<file path="config.mk">
export PLATFORM = sky130hd
export DESIGN_NAME = serial_sum_rx
export DESIGN_NICKNAME = d
export VERILOG_FILES = /design/src/rtl/serial_sum_pkg.sv /design/src/rtl/sync_edge.sv /design/src/rtl/serial_sum_rx.sv
export SDC_FILE = /design/constraint.sdc
export NUM_CORES = 1
export LEC_CHECK = 0
export CAP_MARGIN = 5
export CORE_UTILIZATION = 54
export CTS_CLUSTER_SIZE = 12
export DETAILED_ROUTE_END_ITERATION = 10
export PLACE_DENSITY = 0.83
export SETUP_SLACK_MARGIN = 0.15
export SLEW_MARGIN = 20
export SYNTH_ARGS = -nofsm -noshare
export SYNTH_HDL_FRONTEND = slang
export SYNTH_SLANG_ARGS = --single-unit
</file>
<file path="constraint.sdc">
create_clock -name clk -period 3.3 [get_ports clk]
set_clock_uncertainty 0.15 [all_clocks]
set_input_delay 0.33 -clock clk [delete_from_list [all_inputs] [get_ports clk]]
set_output_delay 0.33 -clock clk [all_outputs]
set_load 0.01 [all_outputs]
</file>
<file path="src/rtl/serial_sum_pkg.sv">
// -----------------------------------------------------------------------------
// serial_sum_pkg
// Shared types and helpers for the bit-serial sum receiver.
//   state_e      : frame state (IDLE, SHIFT, DONE)
//   count_width(): width of the bit counter for a given frame width
// -----------------------------------------------------------------------------
package serial_sum_pkg;

  typedef enum logic [1:0] {
    IDLE  = 2'd0,  // no bits received in the current frame
    SHIFT = 2'd1,  // frame partially received
    DONE  = 2'd2   // frame just completed, waiting for the next step or clear
  } state_e;

  // Counter must hold 0..width, so it needs $clog2(width+1) bits.
  function automatic int count_width(input int width);
    return $clog2(width + 1);
  endfunction

endpackage

</file>
<file path="src/rtl/sync_edge.sv">
// -----------------------------------------------------------------------------
// sync_edge
// Synchronizes one asynchronous board-level input into the clk domain and
// produces a single-cycle pulse on its rising edge.
//   clk      : system clock
//   rst_n    : asynchronous active-low reset (clears every flop)
//   async_i  : raw asynchronous input
//   level_o  : synchronized level (output of the last synchronizer stage)
//   rise_o   : one-cycle pulse when level_o goes 0 -> 1
// A button held high produces exactly one rise_o pulse.
// -----------------------------------------------------------------------------
module sync_edge #(
  parameter int SYNC_STAGES = 2
) (
  input  logic clk,
  input  logic rst_n,
  input  logic async_i,
  output logic level_o,
  output logic rise_o
);

  logic [SYNC_STAGES-1:0] chain_q;
  logic                   prev_q;

  // NOTE: sequential state is written with non-blocking assignments so every
  // flop samples the pre-edge value of its neighbour; blocking here would
  // collapse the synchronizer chain into a single stage.
  always_ff @(posedge clk or negedge rst_n) begin
    if (!rst_n) begin
      chain_q <= '0;
      prev_q  <= 1'b0;
    end else begin
      chain_q <= {chain_q[SYNC_STAGES-2:0], async_i};
      prev_q  <= chain_q[SYNC_STAGES-1];
    end
  end

  assign level_o = chain_q[SYNC_STAGES-1];
  // Combinational edge so the pulse is live in the cycle the level first
  // reads high; the consuming logic registers it on the following edge.
  assign rise_o  = level_o & ~prev_q;

endmodule

</file>
<file path="src/rtl/serial_sum_rx.sv">
// -----------------------------------------------------------------------------
// serial_sum_rx
// Reassembles the serial output of the pushbutton adder lab into a parallel
// WIDTH-bit sum plus final carry. One bit is taken per press of pb_step,
// LSB first; pb_clear aborts the frame and clears the outputs.
//   clk      : system clock
//   rst_n    : asynchronous active-low reset
//   pb_step  : raw pushbutton, each press delivers one bit
//   pb_clear : raw pushbutton, aborts the frame and clears outputs
//   sum_bit  : serial sum bit, quasi-static while pb_step is pressed
//   cout_in  : adder carry out, captured with the last bit of a frame
//   result   : last completed sum, bit 0 = first bit received
//   carry    : cout_in captured with the last bit of the last frame
//   count    : bits received in the current frame
//   busy     : high while a frame is partially received
//   done     : one-cycle pulse in the cycle after a frame completes
// -----------------------------------------------------------------------------
module serial_sum_rx
  import serial_sum_pkg::*;
#(
  parameter int WIDTH       = 6,
  parameter int SYNC_STAGES = 2
) (
  input  logic                          clk,
  input  logic                          rst_n,
  input  logic                          pb_step,
  input  logic                          pb_clear,
  input  logic                          sum_bit,
  input  logic                          cout_in,
  output logic [WIDTH-1:0]              result,
  output logic                          carry,
  output logic [count_width(WIDTH)-1:0] count,
  output logic                          busy,
  output logic                          done
);

  localparam int             CW       = count_width(WIDTH);
  localparam logic [CW-1:0]  LAST_CNT = CW'(WIDTH - 1);

  // ---------------------------------------------------------------------------
  // Input synchronization. All four inputs get the same depth so the data
  // levels line up with the step edge they belong to.
  // ---------------------------------------------------------------------------
  logic step, clear, sum_s, cout_s;
  logic step_lvl, clear_lvl, sum_rise, cout_rise;

  sync_edge #(.SYNC_STAGES(SYNC_STAGES)) u_sync_step (
    .clk(clk), .rst_n(rst_n), .async_i(pb_step),  .level_o(step_lvl),  .rise_o(step)
  );
  sync_edge #(.SYNC_STAGES(SYNC_STAGES)) u_sync_clear (
    .clk(clk), .rst_n(rst_n), .async_i(pb_clear), .level_o(clear_lvl), .rise_o(clear)
  );
  sync_edge #(.SYNC_STAGES(SYNC_STAGES)) u_sync_sum (
    .clk(clk), .rst_n(rst_n), .async_i(sum_bit),  .level_o(sum_s),     .rise_o(sum_rise)
  );
  sync_edge #(.SYNC_STAGES(SYNC_STAGES)) u_sync_cout (
    .clk(clk), .rst_n(rst_n), .async_i(cout_in),  .level_o(cout_s),    .rise_o(cout_rise)
  );

  // Buttons are used only as edges and data only as levels.
  logic sync_unused;
  assign sync_unused = ^{step_lvl, clear_lvl, sum_rise, cout_rise};

  // ---------------------------------------------------------------------------
  // Frame state
  // ---------------------------------------------------------------------------
  state_e           state_q,  state_d;
  logic [WIDTH-1:0] sr_q,     sr_d;
  logic [CW-1:0]    count_q,  count_d;
  logic [WIDTH-1:0] result_q, result_d;
  logic             carry_q,  carry_d;
  logic             done_q,   done_d;
  logic [WIDTH-1:0] shifted;

  // New bit enters at the top so that after WIDTH shifts the first bit
  // received has reached bit 0.
  assign shifted = {sum_s, sr_q[WIDTH-1:1]};

  // NOTE: every signal driven here gets a default first; a path that skipped
  // an assignment would otherwise infer a latch.
  always_comb begin
    state_d  = state_q;
    sr_d     = sr_q;
    count_d  = count_q;
    result_d = result_q;
    carry_d  = carry_q;
    done_d   = 1'b0;

    if (clear) begin
      // Clear has priority; a coincident step is dropped.
      state_d  = IDLE;
      sr_d     = '0;
      count_d  = '0;
      result_d = '0;
      carry_d  = 1'b0;
    end else if (step) begin
      sr_d = shifted;
      if (count_q == LAST_CNT) begin
        state_d  = DONE;
        count_d  = '0;
        result_d = shifted;
        carry_d  = cout_s;
        done_d   = 1'b1;
      end else begin
        // From IDLE or DONE count_q is 0, so this starts a new frame at 1.
        state_d = SHIFT;
        count_d = count_q + CW'(1);
      end
    end
  end

  // NOTE: the shift register is plain control state, so it is reset along
  // with everything else; it is small and clear already forces it to zero.
  always_ff @(posedge clk or negedge rst_n) begin
    if (!rst_n) begin
      state_q  <= IDLE;
      sr_q     <= '0;
      count_q  <= '0;
      result_q <= '0;
      carry_q  <= 1'b0;
      done_q   <= 1'b0;
    end else begin
      state_q  <= state_d;
      sr_q     <= sr_d;
      count_q  <= count_d;
      result_q <= result_d;
      carry_q  <= carry_d;
      done_q   <= done_d;
    end
  end

  assign result = result_q;
  assign carry  = carry_q;
  assign count  = count_q;
  assign busy   = (state_q == SHIFT);
  assign done   = done_q;

endmodule

</file>
==> results of run 1 <==
==> power breakdown <==
part | total, mW | internal [mW] | switching (mW)
Sequential | 0.376 | 0.359 | 0.0168
Combinational | 0.0654 | 0.0323 | 0.0331
Clock | 0.158 | 0.0675 | 0.0905
==> worst paths after layout <==
path	start	end	slack [ns]
max in group asynchronous	rst_n	carry$_DFFE_PN0P_	2.52
hold reg to reg	u_sync_step.chain_q[0]$_DFF_PN0_	u_sync_step.chain_q[1]$_DFF_PN0_	0.22
setup / recovery	count[2]$_DFFE_PN0P_	count[2]	1.28
setup reg to reg	count[1]$_DFFE_PN0P_	result[5]$_DFFE_PN0P_	1.80
hold / removal	rst_n	count[0]$_DFFE_PN0P_	0.22
min in group clk	u_sync_step.chain_q[0]$_DFF_PN0_	u_sync_step.chain_q[1]$_DFF_PN0_	0.22
==> per-layer routing <==
metal	vias up	track usage (%)
met5	-	0
met4	0	8.82
met3	5	4.76
met2	30	32.7
met1	372	25.5
li1	346	-
==> cells by family after synthesis <==
logic type,after synthesis,share of synthesized area (%)
simple gates,33,16.1
flops,28,67.5
compound gates,23,12.2
buf+inv,6,3.37
xor+xnor,1,0.844
==> cells in the final DEF, fill, tap and decap left out, types with 2 or more instances in the layout <==
cell type        synthesis  layout
buf_4                    0       2
o21ai_0                  7       7
nand3_1                  7       7
nand2_1                 14      14
nor2_1                   3       3
a21oi_1                 14      14
clkdlybuf4s50_1          0      17
nor2b_1                  3       3
clkbuf_4                 0       3
dfrtp_1                 28      28
==> registers in the layout, indices dropped and copies added (netlist names), 2 cells and up <==
name / cells
count: 3
u_sync_clear.chain_q: 2
state_q: 2
u_sync_cout.chain_q: 2
result: 6
u_sync_step.chain_q: 2
sr_q: 5
u_sync_sum.chain_q: 2
==> final cells by class <==
cell class | count | area [um2] | area share [%]
multi-input combinational | 57 | 303 | 24.0
timing repair buffer | 19 | 185 | 14.7
inverter | 1 | 3.75 | 0.298
sequential | 28 | 701 | 55.6
tap | 25 | 31.3 | 2.48
clock buffer | 4 | 36.3 | 2.88
==> per-stage QoR <==
stage	utilization, %	total power, mW	setup WS (ns)
floorplan	-	0.414	2.05
global placement	69.4	0.445	1.67
detailed placement	69.4	0.448	1.64
CTS	71.4	0.607	1.27
global route	71.4	0.631	1.19
finish	71.4	0.600	1.28
==> run summary, run 1 <==
status: finished, final reports clean
M1 wire length: 743 um
Max Freq: 0.494 GHz
Die X-Extent: 45.9 um
final slew viol count: 0
critical path startpoint category: flip-flop
Pleak: 0.527 nW
most frequent cells after synthesis: dfrtp_1 (28), a21oi_1 (14), nand2_1 (14), nand3_1 (7), o21ai_0 (7)
Crit path depth: 1
Hold Slack: 0.218 ns
#FFs+latches synth: 28
share of layout cells above drive strength 1: 7.34%
final setup fails: 0
number of remaining DRC errors: 0
final net count: 116
largest net degree at the start of global routing: 29
non-filler cells, final: 134
via count: 753
dpl hpwl: 1170 um
register area share after synthesis: 67.5%
routed vias/inst: 5.62
Post-CTS Resized: 0
top sig layer: met4
placed cells: 130
# diodes: 0
vias in the first global route: 655
clock buffer depth: 2
met2 wire length: 878 um
worst-path cell chain: clkdlybuf4s50_1
Placed Area: 0.00122 mm2
GPL Wtd Cong: 0.791
post-synth cell types: 19
Period minus WS final: 2.02 ns
total CTS buffers: 3
Ports: 18
main area contributors after synthesis: dfrtp_1 (67%), a21oi_1 (6.7%), nand2_1 (5.1%), nand3_1 (3.4%), o21ai_0 (3.4%)
Synth Flop Type: dfrtp_1
All-Layer GR Usage: 20.1%
die height: 45.9 um
die area: 0.00210 mm2
initial core utilization: 58.9%
initial antenna violation count: 0
EDFF count, synth: 0
cell with the most instances after synthesis: dfrtp_1
cts hold-fix bufs: 0
mapped cell area: 0.00104 mm2
Slew @ Worst Pin: 0.569 ns
RSZ-0062 raised after global routing: false
worst reg2reg path depth: 3
average wire per standard cell: 12.9 um
slowest stage cell, crit path: dfrtp_1
crit path DAT: 1.54 ns
Port Buf Inserts: 17
clk sink count: 28
routed wl met3: 79 um
CTS tree: yes
area growth from synthesis to layout: 21.3%
Initial DRC Count: 11
core area: 0.00176 mm2
Pwr Density: 476 mW/mm2
Max-Cap Viols: 0
Synth top area share: 67.5%
Syn Area/Cell: 11.4 um2
largest area contributor in the netlist: dfrtp_1
maximum vdd drop: 0.321 mV
Root Driver: clkbuf_4
Post-CTS Repair Setup Buffers: 0
Syn Inst Count: 91
first-pass GRT wire length: 2880 um
post-route cell area: 0.00126 mm2
Max FO, Critical Path: 13
CP top delay family: flip-flops
final hold vios: 0
setup TNS: 0 ns
row count: 15
clock latency on the worst-skew pair: 0.32 ns
grt total ovfl: 0
drt first pass iters: 4
crit end category: output pin
clock slew at reported path FFs: 0.13 ns
Layout fillers: 138
buffer and inverter count on the worst path: 1
Post-DRT Antenna Nets: 0
type of the tightest min-delay check: primary input to asynchronous set/reset pin
critical setup path kind: flip-flop to output pin
CTS H-tree depth: 1
YS warnings: 0
net count after synthesis: 97
final worst-path cycle share: 61.3%
CP required: 2.82 ns
share of flip-flops with an asynchronous set or reset: 100%
Worst slew margin: 62.0%
total wire length: 1730 um
CP max stage delay: 0.61 ns
No activity file was read; power rests on OpenSTA's default activity.
==> run 2: changes to the inputs <==
--- a/config.mk
+++ b/config.mk
@@ -6,10 +6,10 @@
 export NUM_CORES = 1
 export LEC_CHECK = 0
 export CAP_MARGIN = 5
-export CORE_UTILIZATION = 54
+export CORE_UTILIZATION = 50
 export CTS_CLUSTER_SIZE = 12
 export DETAILED_ROUTE_END_ITERATION = 10
-export PLACE_DENSITY = 0.83
+export PLACE_DENSITY = 0.78
 export SETUP_SLACK_MARGIN = 0.15
 export SLEW_MARGIN = 20
 export SYNTH_ARGS = -nofsm -noshare
==> constraint.sdc (replaced) <==
create_clock -name clk -period 2.08 [get_ports clk]
set_clock_uncertainty 0.15 [all_clocks]
set_input_delay 0.208 -clock clk [delete_from_list [all_inputs] [get_ports clk]]
set_output_delay 0.208 -clock clk [all_outputs]
set_load 0.01 [all_outputs]
==> run 2 against run 1 <==
  * Total power up 73%
  * Clock-buffer cell count down 1
  * Final area up 1.6%
  * Routed wire length down 2.1%
  * Combinational power up 56%
  * Largest cell class unchanged
  * Register-to-register slack worse by 1.2 ns
  * Critical path depth unchanged
  * Sequential power up 59%
  * Critical path type unchanged
  * Sequential share of layout area down 0.77 points
  * Clock power up 110%
==> run summary, run 2 (same netlist as run 1, synthesis figures left out) <==
status: finished, final reports clean
Root Driver: clkbuf_4
type of the tightest min-delay check: primary input to asynchronous set/reset pin
Reg area: 702 um2 (+0.18%)
first-pass GRT wire length: 2710 um (-6.0%)
Largest register FFs: 6 (unchanged)
Pwr Density: 812 mW/mm2 (+70%)
setup TNS: 0 ns (unchanged)
Slew @ Worst Pin: 0.596 ns (+0.0273 ns)
Ports: 18 (unchanged)
multi-input logic area: 303 um2 (unchanged)
average wire per standard cell: 12.5 um (-3.5%)
critical setup path kind: flip-flop to output pin
share of layout cells above drive strength 1: 8.26% (+0.92 points)
initial core utilization: 52.9% (-5.9 points)
routed vias/inst: 5.32 (-5.3%)
die height: 47.6 um (+3.8%)
clock buffer depth: 2 (unchanged)
cts hold-fix bufs: 0 (unchanged)
Period minus WS final: 1.78 ns
Max-Cap Viols: 0 (unchanged)
Pleak: 0.533 nW (+1.0%)
CP required: 1.72 ns (-1.10 ns)
clock latency on the worst-skew pair: 0.32 ns (about the same)
met3 GRT Util: 3.40% (-1.4 points)
Max Freq: 0.563 GHz
All-Layer GR Usage: 18.1% (-2.1 points)
CTS tree: yes
most common cell after layout, fill and taps aside: dfrtp_1
largest net degree at the start of global routing: 29 (unchanged)
final setup fails: 0 (unchanged)
placed cells: 132 (+1.5%)
Worst slew margin: 60.2% (-1.8 points)
critical path startpoint category: flip-flop
dpl hpwl: 1170 um (+0.45%)
Flop pwr share: 57.5% (-5.2 points)
total CTS buffers: 3 (unchanged)
final net count: 116 (unchanged)
RSZ-0062 raised after global routing: false
GPL Wtd Cong: 0.767 (-3.1%)
Layout fillers: 161 (+17%)
clk sink count: 28 (unchanged)
# diodes: 0 (unchanged)
Post-CTS Repair Setup Buffers: 0 (unchanged)
vias in the first global route: 629 (-4.0%)
row count: 16 (+1)
crit path DAT: 1.42 ns (-0.12 ns)
slowest stage cell, crit path: clkdlybuf4s50_1
Max FO, Critical Path: 13 (unchanged)
Combinational Power Share: 9.9% (-1.0 points)
grt total ovfl: 0 (unchanged)
core area: 0.00196 mm2 (+11%)
Post-DRT Antenna Nets: 0 (unchanged)
CTS H-tree depth: 1 (unchanged)
via count: 724 (-3.9%)
non-filler cells, final: 136 (+1.5%)
Switching Share: 21.4% (-2.0 points)
maximum vdd drop: 0.535 mV (+67%)
Initial DRC Count: 26 (+15)
number of remaining DRC errors: 0 (unchanged)
worst-path cell chain: clkdlybuf4s50_1
final worst-path cycle share: 85.4%
Hold Slack: 0.109 ns (-0.109 ns)
GRT met2 Usage: 28.8% (-3.9 points)
initial antenna violation count: 0 (unchanged)
crit end category: output pin
M1 GR Usage: 22.5% (-3.0 points)
buffer and inverter count on the worst path: 1 (unchanged)
Post-CTS Resized: 0 (unchanged)
die area: 0.00226 mm2 (+7.6%)
CP max stage delay: 0.58 ns (-0.03 ns)
area growth from synthesis to layout: 23.3%
final slew viol count: 0 (unchanged)
drt first pass iters: 4 (unchanged)
Die X-Extent: 47.6 um (+3.8%)
most frequent cells in the layout: dfrtp_1 (27), clkdlybuf4s50_1 (17), nand2_1 (14), a21oi_1 (14)
Port Buf Inserts: 17 (unchanged)
total wire length: 1700 um (-2.1%)
GRT Max-Usage Layer: met2
CP top delay family: buffers and inverters
internal power: 0.817 mW (+78%)
clock slew at reported path FFs: 0.13 ns (about the same)
P_sw: 0.222 mW (+58%)
fin util: 65.2% (-6.2 points)
Clk pwr share: 32.6% (+6.3 points)
final hold vios: 0 (unchanged)
-- run 2: power by group through the flow --
| stage | Clock, mW | Sequential [mW] | Combinational, mW |
|---|---|---|---|
| 2_1_floorplan | 0 | 0.603 | 0.0529 |
| 3_3_place_gp | 0 | 0.605 | 0.103 |
| 3_5_place_dp | 0 | 0.607 | 0.104 |
| 4_1_cts | 0.354 | 0.597 | 0.104 |
| 5_1_grt | 0.371 | 0.602 | 0.114 |
| 6_report | 0.339 | 0.597 | 0.102 |
-- run 2: final cells by class --
cell class / instances / share of cell area [%]
Clock inverter: 1 / 2.35
Timing Repair Buffer: 19 / 14.5
Inverter: 1 / 0.293
Multi-Input combinational cell: 57 / 23.7
Clock buffer: 3 / 1.76
Tap cell: 27 / 2.64
Sequential cell: 28 / 54.8
-- run 2: per-layer routing --
| layer | vias to the layer above | routed length (um) |
|---|---|---|
| li1 | 344 | - |
| met1 | 350 | 748 |
| met2 | 26 | 839 |
| met3 | 4 | 72 |
| met4 | 0 | 34 |
| met5 | - | 0 |
-- run 2: path summary, 6_finish.rpt --
check | start | to | slack [ns] | cells past startpoint
hold reg to reg | u_sync_sum.chain_q[0]$_DFF_PN0_ | u_sync_sum.chain_q[1]$_DFF_PN0_ | 0.22 | 0
min in group clk | pb_step | u_sync_step.chain_q[0]$_DFF_PN0_ | 0.16 | 1
setup reg to reg | u_sync_step.chain_q[1]$_DFF_PN0_ | state_q[0]$_DFFE_PN0P_ | 0.58 | 3
setup / recovery | count[2]$_DFFE_PN0P_ | count[2] | 0.30 | 1
hold / removal | rst_n | state_q[0]$_DFFE_PN0P_ | 0.11 | 2
max in group asynchronous | rst_n | count[2]$_DFFE_PN0P_ | 1.41 | 2
-- run 2: stage by stage --
step	worst slack, ns	instance area (um2)	power (mW)
2_1_floorplan	0.834	1040	0.656
3_3_place_gp	0.571	1230	0.707
3_5_place_dp	0.557	1230	0.711
4_1_cts	0.156	1280	1.05
5_1_grt	0.232	1280	1.09
6_report	0.303	1280	1.04
